**config.mk**
```make
export PLATFORM = sky130hd
export DESIGN_NAME = uart_pattern_rx
export DESIGN_NICKNAME = d
export VERILOG_FILES = /design/src/rtl/uart_pattern_rx.sv
export SDC_FILE = /design/constraint.sdc
export NUM_CORES = 1
export LEC_CHECK = 0
export CORE_MARGIN = 8
export CORE_UTILIZATION = 55
export CTS_CLUSTER_SIZE = 30
export DETAILED_ROUTE_END_ITERATION = 12
export HOLD_SLACK_MARGIN = 0.1
export PLACE_DENSITY = 0.82
export RECOVER_POWER = 100
export SYNTH_ARGS = -nofsm -noshare
export SYNTH_HDL_FRONTEND = slang
export SYNTH_SLANG_ARGS = --single-unit
```
**constraint.sdc**
```tcl
create_clock -name clk -period 3.1 [get_ports clk]
set_clock_uncertainty 0.15 [all_clocks]
set_input_delay 0.93 -clock clk [delete_from_list [all_inputs] [get_ports clk]]
set_output_delay 0.93 -clock clk [all_outputs]
set_load 0.05 [all_outputs]
```
**src/rtl/uart_pattern_rx.sv**
```systemverilog
// UART receiver (oversampled, mid-bit sampling, optional parity) with serial bit-pattern detector.
// Latency: rx_valid one cycle after the mid-stop-bit sample; match_pulse one cycle after a data-bit sample.
// No backpressure: results are single-cycle pulses, rx_data holds until the next frame completes.
module uart_pattern_rx #(
  parameter int CLK_FREQ   = 25_000_000,
  parameter int BAUD_RATE  = 115_200,
  parameter int OVERSAMPLE = 16,
  parameter int DATA_BITS  = 8,
  parameter int PARITY     = 0,
  parameter int PAT_WIDTH  = 4,
  parameter logic [PAT_WIDTH-1:0] PATTERN = PAT_WIDTH'(4'b1011)
) (
  input  logic                 clk,
  input  logic                 reset,
  input  logic                 rx_serial_in,
  input  logic                 pattern_en,
  output logic [DATA_BITS-1:0] rx_data,
  output logic                 rx_valid,
  output logic                 parity_err,
  output logic                 frame_err,
  output logic                 match_pulse,
  output logic [15:0]          match_count
);

  localparam int DIV    = CLK_FREQ / (BAUD_RATE * OVERSAMPLE);
  localparam int DIV_W  = (DIV > 1) ? $clog2(DIV) : 1;
  localparam int OS_W   = $clog2(OVERSAMPLE);
  localparam int BIT_W  = $clog2(DATA_BITS);
  localparam int FILL_W = $clog2(PAT_WIDTH + 1);

  generate
    if (DIV < 2 || OVERSAMPLE < 4 || (OVERSAMPLE % 2) != 0 || DATA_BITS < 5 || DATA_BITS > 9 ||
        PARITY < 0 || PARITY > 2 || PAT_WIDTH < 1 || PAT_WIDTH > 32) begin : g_bad_params
      $error("uart_pattern_rx: illegal parameter combination");
    end
  endgenerate

  typedef enum logic [2:0] {S_IDLE, S_START, S_DATA, S_PAR, S_STOP} state_t;

  state_t               r_state;
  logic                 r_sync1, r_rx_s, r_rx_prev;
  logic [DIV_W-1:0]     r_div_cnt;
  logic [OS_W-1:0]      r_os_cnt;
  logic [BIT_W-1:0]     r_bit_idx;
  logic [DATA_BITS-1:0] r_shift;
  logic [PAT_WIDTH-1:0] r_hist;
  logic [FILL_W-1:0]    r_hist_fill;
  logic                 r_par_err;
  logic [DATA_BITS-1:0] r_rx_data;
  logic                 r_rx_valid, r_parity_err, r_frame_err, r_match_pulse;
  logic [15:0]          r_match_count;

  logic                 w_start_edge, w_os_tick, w_mid_start, w_mid_bit, w_match;
  logic [PAT_WIDTH:0]   w_hist_ext;
  logic [PAT_WIDTH-1:0] w_hist_next;
  logic [FILL_W-1:0]    w_fill_next;

  // Falling edge only counts while idle, so a line held low never retriggers.
  assign w_start_edge = (r_state == S_IDLE) && r_rx_prev && !r_rx_s;
  assign w_os_tick    = (r_div_cnt == DIV_W'(DIV - 1));
  assign w_mid_start  = w_os_tick && (r_os_cnt == OS_W'(OVERSAMPLE / 2 - 1));
  assign w_mid_bit    = w_os_tick && (r_os_cnt == OS_W'(OVERSAMPLE - 1));

  // History after shifting in the current line bit; the extra bit keeps PAT_WIDTH=1 legal.
  assign w_hist_ext   = {r_hist, r_rx_s};
  assign w_hist_next  = w_hist_ext[PAT_WIDTH-1:0];
  assign w_fill_next  = (r_hist_fill == FILL_W'(PAT_WIDTH)) ? r_hist_fill : r_hist_fill + 1'b1;
  assign w_match      = pattern_en && (w_fill_next == FILL_W'(PAT_WIDTH)) && (w_hist_next == PATTERN);

  assign rx_data      = r_rx_data;
  assign rx_valid     = r_rx_valid;
  assign parity_err   = r_parity_err;
  assign frame_err    = r_frame_err;
  assign match_pulse  = r_match_pulse;
  assign match_count  = r_match_count;

  // Two-flop synchronizer plus one delayed copy for edge detection; resets to idle-high.
  always_ff @(posedge clk) begin
    if (reset) begin
      r_sync1   <= 1'b1;
      r_rx_s    <= 1'b1;
      r_rx_prev <= 1'b1;
    end else begin
      r_sync1   <= rx_serial_in;
      r_rx_s    <= r_sync1;
      r_rx_prev <= r_rx_s;
    end
  end

  // Free-running oversample tick divider, re-phased to the detected start edge.
  always_ff @(posedge clk) begin
    if (reset || w_start_edge || w_os_tick) r_div_cnt <= '0;
    else                                    r_div_cnt <= r_div_cnt + 1'b1;
  end

  // Receive FSM: mid-bit sampling, data/history shifting, parity/stop checks, registered outputs.
  always_ff @(posedge clk) begin
    if (reset) begin
      r_state       <= S_IDLE;
      r_os_cnt      <= '0;
      r_bit_idx     <= '0;
      r_shift       <= '0;
      r_hist        <= '0;
      r_hist_fill   <= '0;
      r_par_err     <= 1'b0;
      r_rx_data     <= '0;
      r_rx_valid    <= 1'b0;
      r_parity_err  <= 1'b0;
      r_frame_err   <= 1'b0;
      r_match_pulse <= 1'b0;
      r_match_count <= '0;
    end else begin
      r_rx_valid    <= 1'b0;
      r_match_pulse <= 1'b0;
      case (r_state)
        S_IDLE: begin
          r_os_cnt <= '0;
          if (w_start_edge) r_state <= S_START;
        end
        S_START: begin
          if (w_mid_start) begin
            r_os_cnt  <= '0;
            r_bit_idx <= '0;
            // A high line at mid start bit is a glitch: drop back silently.
            r_state   <= r_rx_s ? S_IDLE : S_DATA;
          end else if (w_os_tick) begin
            r_os_cnt <= r_os_cnt + 1'b1;
          end
        end
        S_DATA: begin
          if (w_mid_bit) begin
            r_os_cnt    <= '0;
            r_shift     <= {r_rx_s, r_shift[DATA_BITS-1:1]};
            r_hist      <= w_hist_next;
            r_hist_fill <= w_fill_next;
            if (w_match) begin
              r_match_pulse <= 1'b1;
              if (r_match_count != 16'hFFFF) r_match_count <= r_match_count + 16'd1;
            end
            if (r_bit_idx == BIT_W'(DATA_BITS - 1)) r_state <= (PARITY != 0) ? S_PAR : S_STOP;
            else                                    r_bit_idx <= r_bit_idx + 1'b1;
          end else if (w_os_tick) begin
            r_os_cnt <= r_os_cnt + 1'b1;
          end
        end
        S_PAR: begin
          if (w_mid_bit) begin
            r_os_cnt  <= '0;
            r_par_err <= ((^r_shift) ^ r_rx_s) != (PARITY == 2);
            r_state   <= S_STOP;
          end else if (w_os_tick) begin
            r_os_cnt <= r_os_cnt + 1'b1;
          end
        end
        S_STOP: begin
          if (w_mid_bit) begin
            r_os_cnt     <= '0;
            r_rx_valid   <= 1'b1;
            r_rx_data    <= r_shift;
            r_parity_err <= r_par_err;
            r_frame_err  <= !r_rx_s;
            // A framing error means bit alignment is suspect, so restart pattern history.
            if (!r_rx_s) begin
              r_hist      <= '0;
              r_hist_fill <= '0;
            end
            r_state <= S_IDLE;
          end else if (w_os_tick) begin
            r_os_cnt <= r_os_cnt + 1'b1;
          end
        end
        default: r_state <= S_IDLE;
      endcase
    end
  end

endmodule

```
==> out/qor.csv, run 1 <==
metric;value;unit
status;finished, violations left;
failing checks;max-capacitance violations, max-slew violations;
initial antenna violation count;0;
syn_nets;327;
crit path DAT;2.88;ns
Cell Area, Synth;2800;um^2
via count;2320;
post-synthesis adder-cell area fraction;3.575;%
Non-Filler Instances;421;
multiplexer share of the synthesized area;7.149;%
gr ovfl total;0;
setup slack at placement;0.1669;ns
placed insts;405;
synth-to-layout area growth;19.97;%
P_sw;0.3488;mW
Final Net Count;358;
Setup TNS;0;ns
Final Hold Viols;0;
worst skew pair latency;0.34;ns
Hold Slack;0.2567;ns
Syn Area/Cell;8.889;um^2
Starting Density;55.89;%
Slew HR;-7.942;%
initial detailed-routing violation count;81;
# resized after CTS;0;
Seq pwr share;49.2;%
Post-CTS Setup Inserts;0;
Sw Ratio;21.89;%
RSZ-0062 raised after global routing;false;
Post-Synth Simple-Gate Area;24.93;%
register area share after synthesis;42.90;%
GRT Util Overall;16.06;%
clock tree buffer depth;2;
Total Power;1.593;mW
first-pass GRT wire length;9687;um
CP max FO;31;
YS warnings;0;
CTS Root Cell;clkbuf_8;
hpwl dp;3756;um
# DRC;0;
H-Tree Depth;3;
Die Width;87.35;um
ratio of total power to cell area;474.3;nW/um^2
required time worst endpoint;3.21;ns
io pins;32;
Max Cap Viol;1;
post-synth cell types;42;
PnR worst setup slack;0.3319;ns
Ant. Diodes;0;
Fmax achieved;361.3;MHz
Comb power frac;2.2;%
Final min period;2.768;ns
clk sink count;60;
Setup Viol. Count Final;0;
largest net degree at the start of global routing;40;
Mapped Cells;315;
# fillers;442;
Critical Path Sink Type;flip-flop;
Post-DP Area;3152;um^2
worst vdd ir;0.0003118;V
Die Span Y;87.35;um
die area;7630;um^2
largest family of logic cells by synthesized area;simple AND/OR/NAND/NOR gates;
WL final;5641;um
drt first pass iters;4;
Setup CP Type;input pin to flip-flop;
routed vias/inst;5.511;
CTS tree;done;
vias in the first global route;2182;
CTS Buf Count;9;
input/output buffers;31;
post-synthesis xor/xnor area fraction;4.245;%
final core occ;67.06;%
Worst Max-Slew Pin Slew;1.619;ns
FF+latch count, synth;60;
antenna-violating nets left;0;
WL/cell;13.40;um
Placer Congestion;0.8309;
Slew Limit Fails;40;
clk slew on worst S/H paths;0.07;ns
row cnt;26;
P_leak;1.324;nW
register-to-register setup slack;0.53;ns
Pint;1.245;mW
share of the clock period used by the worst path after layout;89.29;%
share of cells above drive strength 1;10.26;%
worst hold-check path type;flip-flop to flip-flop;
Clk pwr share;48.6;%
complex-gate fraction of the synthesized area;12.82;%
CTS Hold Bufs;0;
CP Launch Type;input pin;
core area;5010;um^2
post-route cell area;3359;um^2
-- path summary, 6_finish.rpt --
check	from	end	depth (start not counted)
setup reg to reg	r_hist_fill[0]$_SDFFE_PP0P_	match_count[13]$_SDFFE_PP0P_	7
hold / removal	r_sync1$_SDFF_PP1_	r_rx_s$_SDFF_PP1_	1
setup / recovery	pattern_en	match_count[13]$_SDFFE_PP0P_	7
hold reg to reg	r_sync1$_SDFF_PP1_	r_rx_s$_SDFF_PP1_	1
-- worst max-delay path, stage by stage --
cell,delay [ns]
clkdlybuf4s50_1,0.46
nand2_1,0.06
nor4_2,0.18
o2111ai_2,0.15
clkbuf_2,0.34
or4_1,0.60
a21oi_1,0.16
-- power groups by stage --
| stage | combinational (mW) | sequential [mW] | clock (mW) |
|---|---|---|---|
| after global placement | 0.0339 | 0.801 | 0 |
| after global routing | 0.0392 | 0.784 | 0.834 |
| final | 0.0349 | 0.783 | 0.775 |
| after detailed placement | 0.0346 | 0.801 | 0 |
| after floorplan | 0.0287 | 0.797 | 0 |
| after CTS | 0.0359 | 0.783 | 0.791 |
-- cell usage after synthesis --
master	number	area [um^2]
inv_1	8	30.03
nor2_1	43	161.4
nand3b_1	1	7.510
buf_6	2	22.52
a22oi_1	2	15.01
nor4_2	1	12.51
nor2b_1	3	18.77
or2_2	5	31.28
clkbuf_1	8	30.03
ha_1	8	100.1
mux2i_1	20	200.2
or4_1	12	90.09
a31oi_1	2	12.51
o2111ai_2	1	15.01
o21bai_1	1	7.510
xor2_1	4	35.03
nor3_1	5	25.02
buf_4	2	15.01
and2_1	2	12.51
a21oi_1	32	160.2
o22ai_1	1	6.260
and3_1	5	31.28
nand4_1	4	25.02
nor3b_1	3	22.52
nand2b_4	1	13.76
nor3_4	1	16.27
buf_2	5	25.02
nor4_1	1	6.260
and4_1	1	8.760
or3_1	4	25.02
o21ai_0	9	45.04
xnor2_1	7	61.31
or3b_2	4	35.03
or3b_1	1	8.760
nand2b_1	1	6.260
dfxtp_1	60	1201
nand3_2	2	20.02
nand3_1	9	45.04
nand2_1	20	75.07
o31ai_1	12	90.09
xnor3_1	1	22.52
o211ai_1	1	7.510
-- cells in the final DEF, fill, tap and decap left out, types with 4 or more instances in the layout --
| cell type | count |
|---|---|
| nor3_1 | 5 |
| a21oi_1 | 32 |
| or4_1 | 12 |
| or3b_2 | 4 |
| dlygate4sd3_1 | 28 |
| xor2_1 | 4 |
| o21ai_0 | 9 |
| ha_1 | 8 |
| inv_1 | 8 |
| mux2i_1 | 20 |
| nor2_1 | 43 |
| nand4_1 | 4 |
| nand3_1 | 10 |
| clkbuf_8 | 9 |
| o31ai_1 | 12 |
| xnor2_1 | 7 |
| or3_1 | 4 |
| dfxtp_1 | 60 |
| or2_2 | 5 |
| and3_1 | 5 |
| nand2_1 | 20 |
-- state kept, by name (all words and copies together), names as in the netlist, 3 cells and up --
signal	count
r_div_cnt	4
r_state	3
r_os_cnt	4
r_hist	3
match_count	16
r_shift	8
r_hist_fill	3
r_bit_idx	3
rx_data	8
-- logic make-up after synthesis --
logic type / count (synthesis)
and+or+nand+nor: 129
muxes: 20
xor gates and xnor gates: 12
buffers and inverters: 25
DFF: 60
AOI/OAI and AO/OA: 61
adders and majority gates: 8
-- layer usage --
metal / track usage, % / up-vias / routed length [um]
met4: 7.813 / 0 / 83
met3: 5.377 / 7 / 258
met2: 26.65 / 37 / 2763
met5: 0 / - / 0
met1: 17.94 / 1096 / 2535
li1: - / 1180 / -
-- layout make-up --
class,instances,area (um^2),share of cell area (%)
multi-input cells,230,1478,43.99
flip-flops and latches,60,1201,35.75
repair buffers,37,340.3,10.13
clock buffers,9,123.9,3.687
clock inverters,7,98.84,2.942
well taps,70,87.58,2.607
inverters,8,30.03,0.8939
(Power assumes the default switching activity.)
==> run 2: changes to the inputs <==
--- a/config.mk
+++ b/config.mk
@@ -5,12 +5,13 @@
 export SDC_FILE = /design/constraint.sdc
 export NUM_CORES = 1
 export LEC_CHECK = 0
+export CAP_MARGIN = 20
 export CORE_MARGIN = 8
-export CORE_UTILIZATION = 55
+export CORE_UTILIZATION = 58
 export CTS_CLUSTER_SIZE = 30
 export DETAILED_ROUTE_END_ITERATION = 12
 export HOLD_SLACK_MARGIN = 0.1
-export PLACE_DENSITY = 0.82
+export PLACE_DENSITY = 0.86
 export RECOVER_POWER = 100
 export SYNTH_ARGS = -nofsm -noshare
 export SYNTH_HDL_FRONTEND = slang
==> constraint.sdc (replaced) <==
create_clock -name clk -period 3.25 [get_ports clk]
set_clock_uncertainty 0.15 [all_clocks]
set_input_delay 0.975 -clock clk [delete_from_list [all_inputs] [get_ports clk]]
set_output_delay 0.975 -clock clk [all_outputs]
set_load 0.05 [all_outputs]
==> out/qor.csv, run 2 (synthesis results as in run 1) <==
metric;value;unit
status;finished clean;
antenna-violating nets left;0;
H-Tree Depth;3;
ratio of total power to cell area;423.8;nW/um^2
core area;4692;um^2
CTS Hold Bufs;0;
via count;2379;
share of the clock period used by the worst path after layout;87.15;%
clock tree buffer depth;2;
CP Launch Type;input pin;
clk sink count;60;
Ant. Diodes;0;
gr ovfl total;0;
CTS Buf Count;9;
Slew Limit Fails;0;
worst vdd ir;0.0003697;V
Setup Viol. Count Final;0;
Final Hold Viols;0;
Die Width;85.49;um
# resized after CTS;0;
worst skew pair latency;0.33;ns
worst-case reg-to-reg path depth;7;
commonest cells after routing, fill and taps aside;dfxtp_1, nor2_1, a21oi_1;
Worst Hold End;r_rx_s$_SDFF_PP1_;
die area;7308;um^2
Worst Max-Slew Pin Slew;0.9473;ns
Final min period;2.832;ns
WL final;5791;um
CTS tree;done;
hold path depth;1;
Die Span Y;85.49;um
share of cells above drive strength 1;10.00;%
Final Net Count;357;
row cnt;25;
Fmax achieved;353.1;MHz
# DRC;0;
CP max FO;33;
Critical Path Sink Type;flip-flop;
clk slew on worst S/H paths;0.07;ns
Setup CP Type;input pin to flip-flop;
placed insts;388;
input/output buffers;31;
max reg flops;16;
WL/cell;14.33;um
GRT Util Overall;16.55;%
Max Cap Viol;0;
Non-Filler Instances;404;
Placer Congestion;0.8351;
most common cell after layout, fill and taps aside;dfxtp_1;
io pins;32;
required time worst endpoint;3.35;ns
initial antenna violation count;0;
crit path DAT;2.94;ns
drt first pass iters;4;
P_leak;1.302;nW
RR Startpoint;r_hist_fill[0]$_SDFFE_PP0P_;
CTS Root Cell;clkbuf_8;
largest net degree at the start of global routing;34;
Crit Reg-Reg Endpoint;match_count[7]$_SDFFE_PP0P_;
register-to-register setup slack;0.69;ns
worst hold-check path type;flip-flop to flip-flop;
routed vias/inst;5.889;
vias in the first global route;2229;
Slew HR;36.85;%
initial detailed-routing violation count;118;
Starting Density;59.68;%
RSZ-0062 raised after global routing;false;
Post-CTS Setup Inserts;0;
hpwl dp;3883;um
Hold Path Origin;r_sync1$_SDFF_PP1_;
Setup TNS;0;ns
synth-to-layout area growth;17.96;%
Total Power;1.400;mW
first-pass GRT wire length;9756;um
[run 2: worst max path at each step]
stage                                           start                            to  slack (ns)  cells after the start
after floorplan                            pattern_en  match_count[15]$_SDFFE_PP0P_        0.87                      6
after global placement                     pattern_en   match_count[7]$_SDFFE_PP0P_        0.31                      7
after detailed placement                   pattern_en   match_count[3]$_SDFFE_PP0P_        0.28                      7
after CTS                 match_count[0]$_SDFFE_PP0P_                match_count[0]        0.50                      1
after global routing                       pattern_en   match_count[4]$_SDFFE_PP0P_        0.26                      7
final                                      pattern_en   match_count[7]$_SDFFE_PP0P_        0.42                      7
[run 2: worst max-delay path, stage by stage]
cell and delay, ns:
clkdlybuf4s50_1 0.48, nand2_1 0.06, nor4_2 0.18, o2111ai_2 0.14
clkbuf_2 0.35, or4_1 0.59, a21oi_1 0.15
[run 2: through the flow]
| stage | setup WS (ns) | instance area, um^2 | utilization, % | hold WS, ns |
|---|---|---|---|---|
| 3_3_place_gp | 0.3123 | 3124 | 66.59 | 0.2489 |
| 2_1_floorplan | 0.8717 | 2800 | - | 0.2395 |
| 5_1_grt | 0.2554 | 3303 | 70.40 | 0.2632 |
| 3_5_place_dp | 0.2782 | 3124 | 66.59 | 0.2479 |
| 4_1_cts | 0.5042 | 3313 | 70.61 | 0.2586 |
| 6_report | 0.4176 | 3303 | 70.40 | 0.2543 |
[run 2: per-layer routing]
metal | wire length (um) | vias up | GRT usage, %
li1 | - | 1177 | -
met1 | 2595 | 1138 | 18.09
met2 | 2828 | 58 | 27.15
met3 | 307 | 6 | 5.309
met4 | 59 | 0 | 10.35
met5 | 0 | - | 0
[run 2: where the power goes]
| group | internal (mW) | switching (mW) | leakage [nW] |
|---|---|---|---|
| Clock | 0.338 | 0.282 | 0.0917 |
| Combinational | 0.0116 | 0.0205 | 0.726 |
| Sequential | 0.741 | 0.00691 | 0.484 |
[run 2: area by class of cell]
| class | instances | area [um^2] |
|---|---|---|
| sequential | 60 | 1201 |
| multi-input combinational | 230 | 1483 |
| tap | 54 | 67.56 |
| fill | 380 | 1389 |
| inverter | 8 | 30.03 |
| timing repair buffer | 36 | 332.8 |
| clock inverter | 3 | 20.02 |
| clock buffer | 13 | 168.9 |
==> run 3: changes to the inputs <==
--- a/config.mk
+++ b/config.mk
@@ -6,7 +6,7 @@
 export NUM_CORES = 1
 export LEC_CHECK = 0
 export CAP_MARGIN = 20
-export CORE_MARGIN = 8
+export CORE_MARGIN = 5
 export CORE_UTILIZATION = 58
 export CTS_CLUSTER_SIZE = 30
 export DETAILED_ROUTE_END_ITERATION = 12
==> out/qor.csv, run 3 (synthesis results as in run 1) <==
metric;value;unit
routed vias/inst;5.800;
gr ovfl total;0;
Final min period;2.830;ns
via count;2343;
synth-to-layout area growth;18.90;%
placed insts;388;
Slew HR;25.50;%
CTS Hold Bufs;0;
row cnt;25;
largest net degree at the start of global routing;34;
CP Launch Type;input pin;
worst skew pair latency;0.34;ns
RSZ-0062 raised after global routing;false;
Max Cap Viol;0;
worst vdd ir;0.0003316;V
CP max stage delay;0.59;ns
Fmax achieved;353.3;MHz
Worst Max-Slew Pin Slew;1.118;ns
worst hold-check path type;flip-flop to flip-flop;
Die Width;79.49;um
input/output buffers;31;
max reg flops;16;
# DRC;0;
share of cells above drive strength 1;10.00;%
CP max FO;33;
core area;4692;um^2
CTS tree;done;
Placer Congestion;0.8148;
die area;6318;um^2
io pins;32;
hpwl dp;3729;um
first-pass GRT wire length;9735;um
initial antenna violation count;0;
Ant. Diodes;0;
WL/cell;13.55;um
clk slew on worst S/H paths;0.07;ns
clock tree buffer depth;2;
antenna-violating nets left;0;
register-to-register setup slack;0.67;ns
CTS Root Cell;clkbuf_8;
initial detailed-routing violation count;96;
Non-Filler Instances;404;
P_leak;1.317;nW
share of the clock period used by the worst path after layout;87.09;%
commonest cells after routing, fill and taps aside;dfxtp_1, nor2_1, a21oi_1;
Setup Viol. Count Final;0;
Setup TNS;0;ns
GRT Util Overall;19.58;%
H-Tree Depth;3;
# fillers;364;
Critical Path Sink Type;flip-flop;
Setup CP Type;input pin to flip-flop;
status;finished clean;
ratio of total power to cell area;453.3;nW/um^2
clk sink count;60;
# resized after CTS;0;
Slew Limit Fails;0;
FF+latch area;1201;um^2
most common cell after layout, fill and taps aside;dfxtp_1;
crit path DAT;2.94;ns
Starting Density;59.68;%
drt first pass iters;4;
cells along the critical path;clkdlybuf4s50_1, nand2_1, nor4_2, o2111ai_2, clkbuf_2, or4_1, a21oi_1;
Post-CTS Setup Inserts;0;
CTS Buf Count;9;
Final Net Count;357;
WL final;5473;um
area occupied by multi-input gates;1478;um^2
required time worst endpoint;3.36;ns
CP max stage cell;or4_1;
vias in the first global route;2296;
Final Hold Viols;0;
Die Span Y;79.49;um
==> run 3: layer usage <==
metal	GRT usage, %	wire length, um
met2	34.64	2756
met4	11.51	139
met1	20.95	2339
met3	4.740	237
met5	0	0
==> run 3: worst paths after layout <==
check / start / cells after the start / endpoint
min: r_sync1$_SDFF_PP1_ / 1 / r_rx_s$_SDFF_PP1_
min reg2reg: r_sync1$_SDFF_PP1_ / 1 / r_rx_s$_SDFF_PP1_
max reg2reg: r_hist_fill[0]$_SDFFE_PP0P_ / 7 / match_count[7]$_SDFFE_PP0P_
max: pattern_en / 7 / match_count[7]$_SDFFE_PP0P_
==> run 3: through the flow <==
step                instance area, um^2  total power [mW]  hold WS [ns]  util [%]  setup slack [ns]
finish                             3329             1.509        0.2622     70.96            0.4197
global route                       3329             1.565        0.3051     70.96            0.2734
CTS                                3341             1.529        0.2629     71.20            0.4817
detailed placement                 3124            0.7965        0.2471     66.59            0.2495
global placement                   3124            0.7954        0.2412     66.59            0.3434
floorplan                          2800            0.7875        0.2395         -            0.8717
==> run 3: final cells by class <==
cell class | instances | area share (%)
multi-input cells | 230 | 44.38
clock buffers | 10 | 3.833
well taps | 54 | 2.029
repair buffers | 36 | 10.11
inverters | 8 | 0.9019
clock inverters | 6 | 2.668
flip-flops and latches | 60 | 36.08
==> run 3: critical path: cells and delay by family <==
family	cells	cell delay (ns)
AOI/OAI and AO/OA	2	0.30
buffers and inverters	2	0.82
and+or+nand+nor	3	0.84
==> run 3: power by group <==
group | switching, mW | internal (mW) | leakage (nW) | total (mW)
clock | 0.299 | 0.431 | 0.102 | 0.730
combinational | 0.0204 | 0.0116 | 0.730 | 0.0320
sequential | 0.00644 | 0.741 | 0.484 | 0.747
total | 0.326 | 1.18 | 1.32 | 1.51
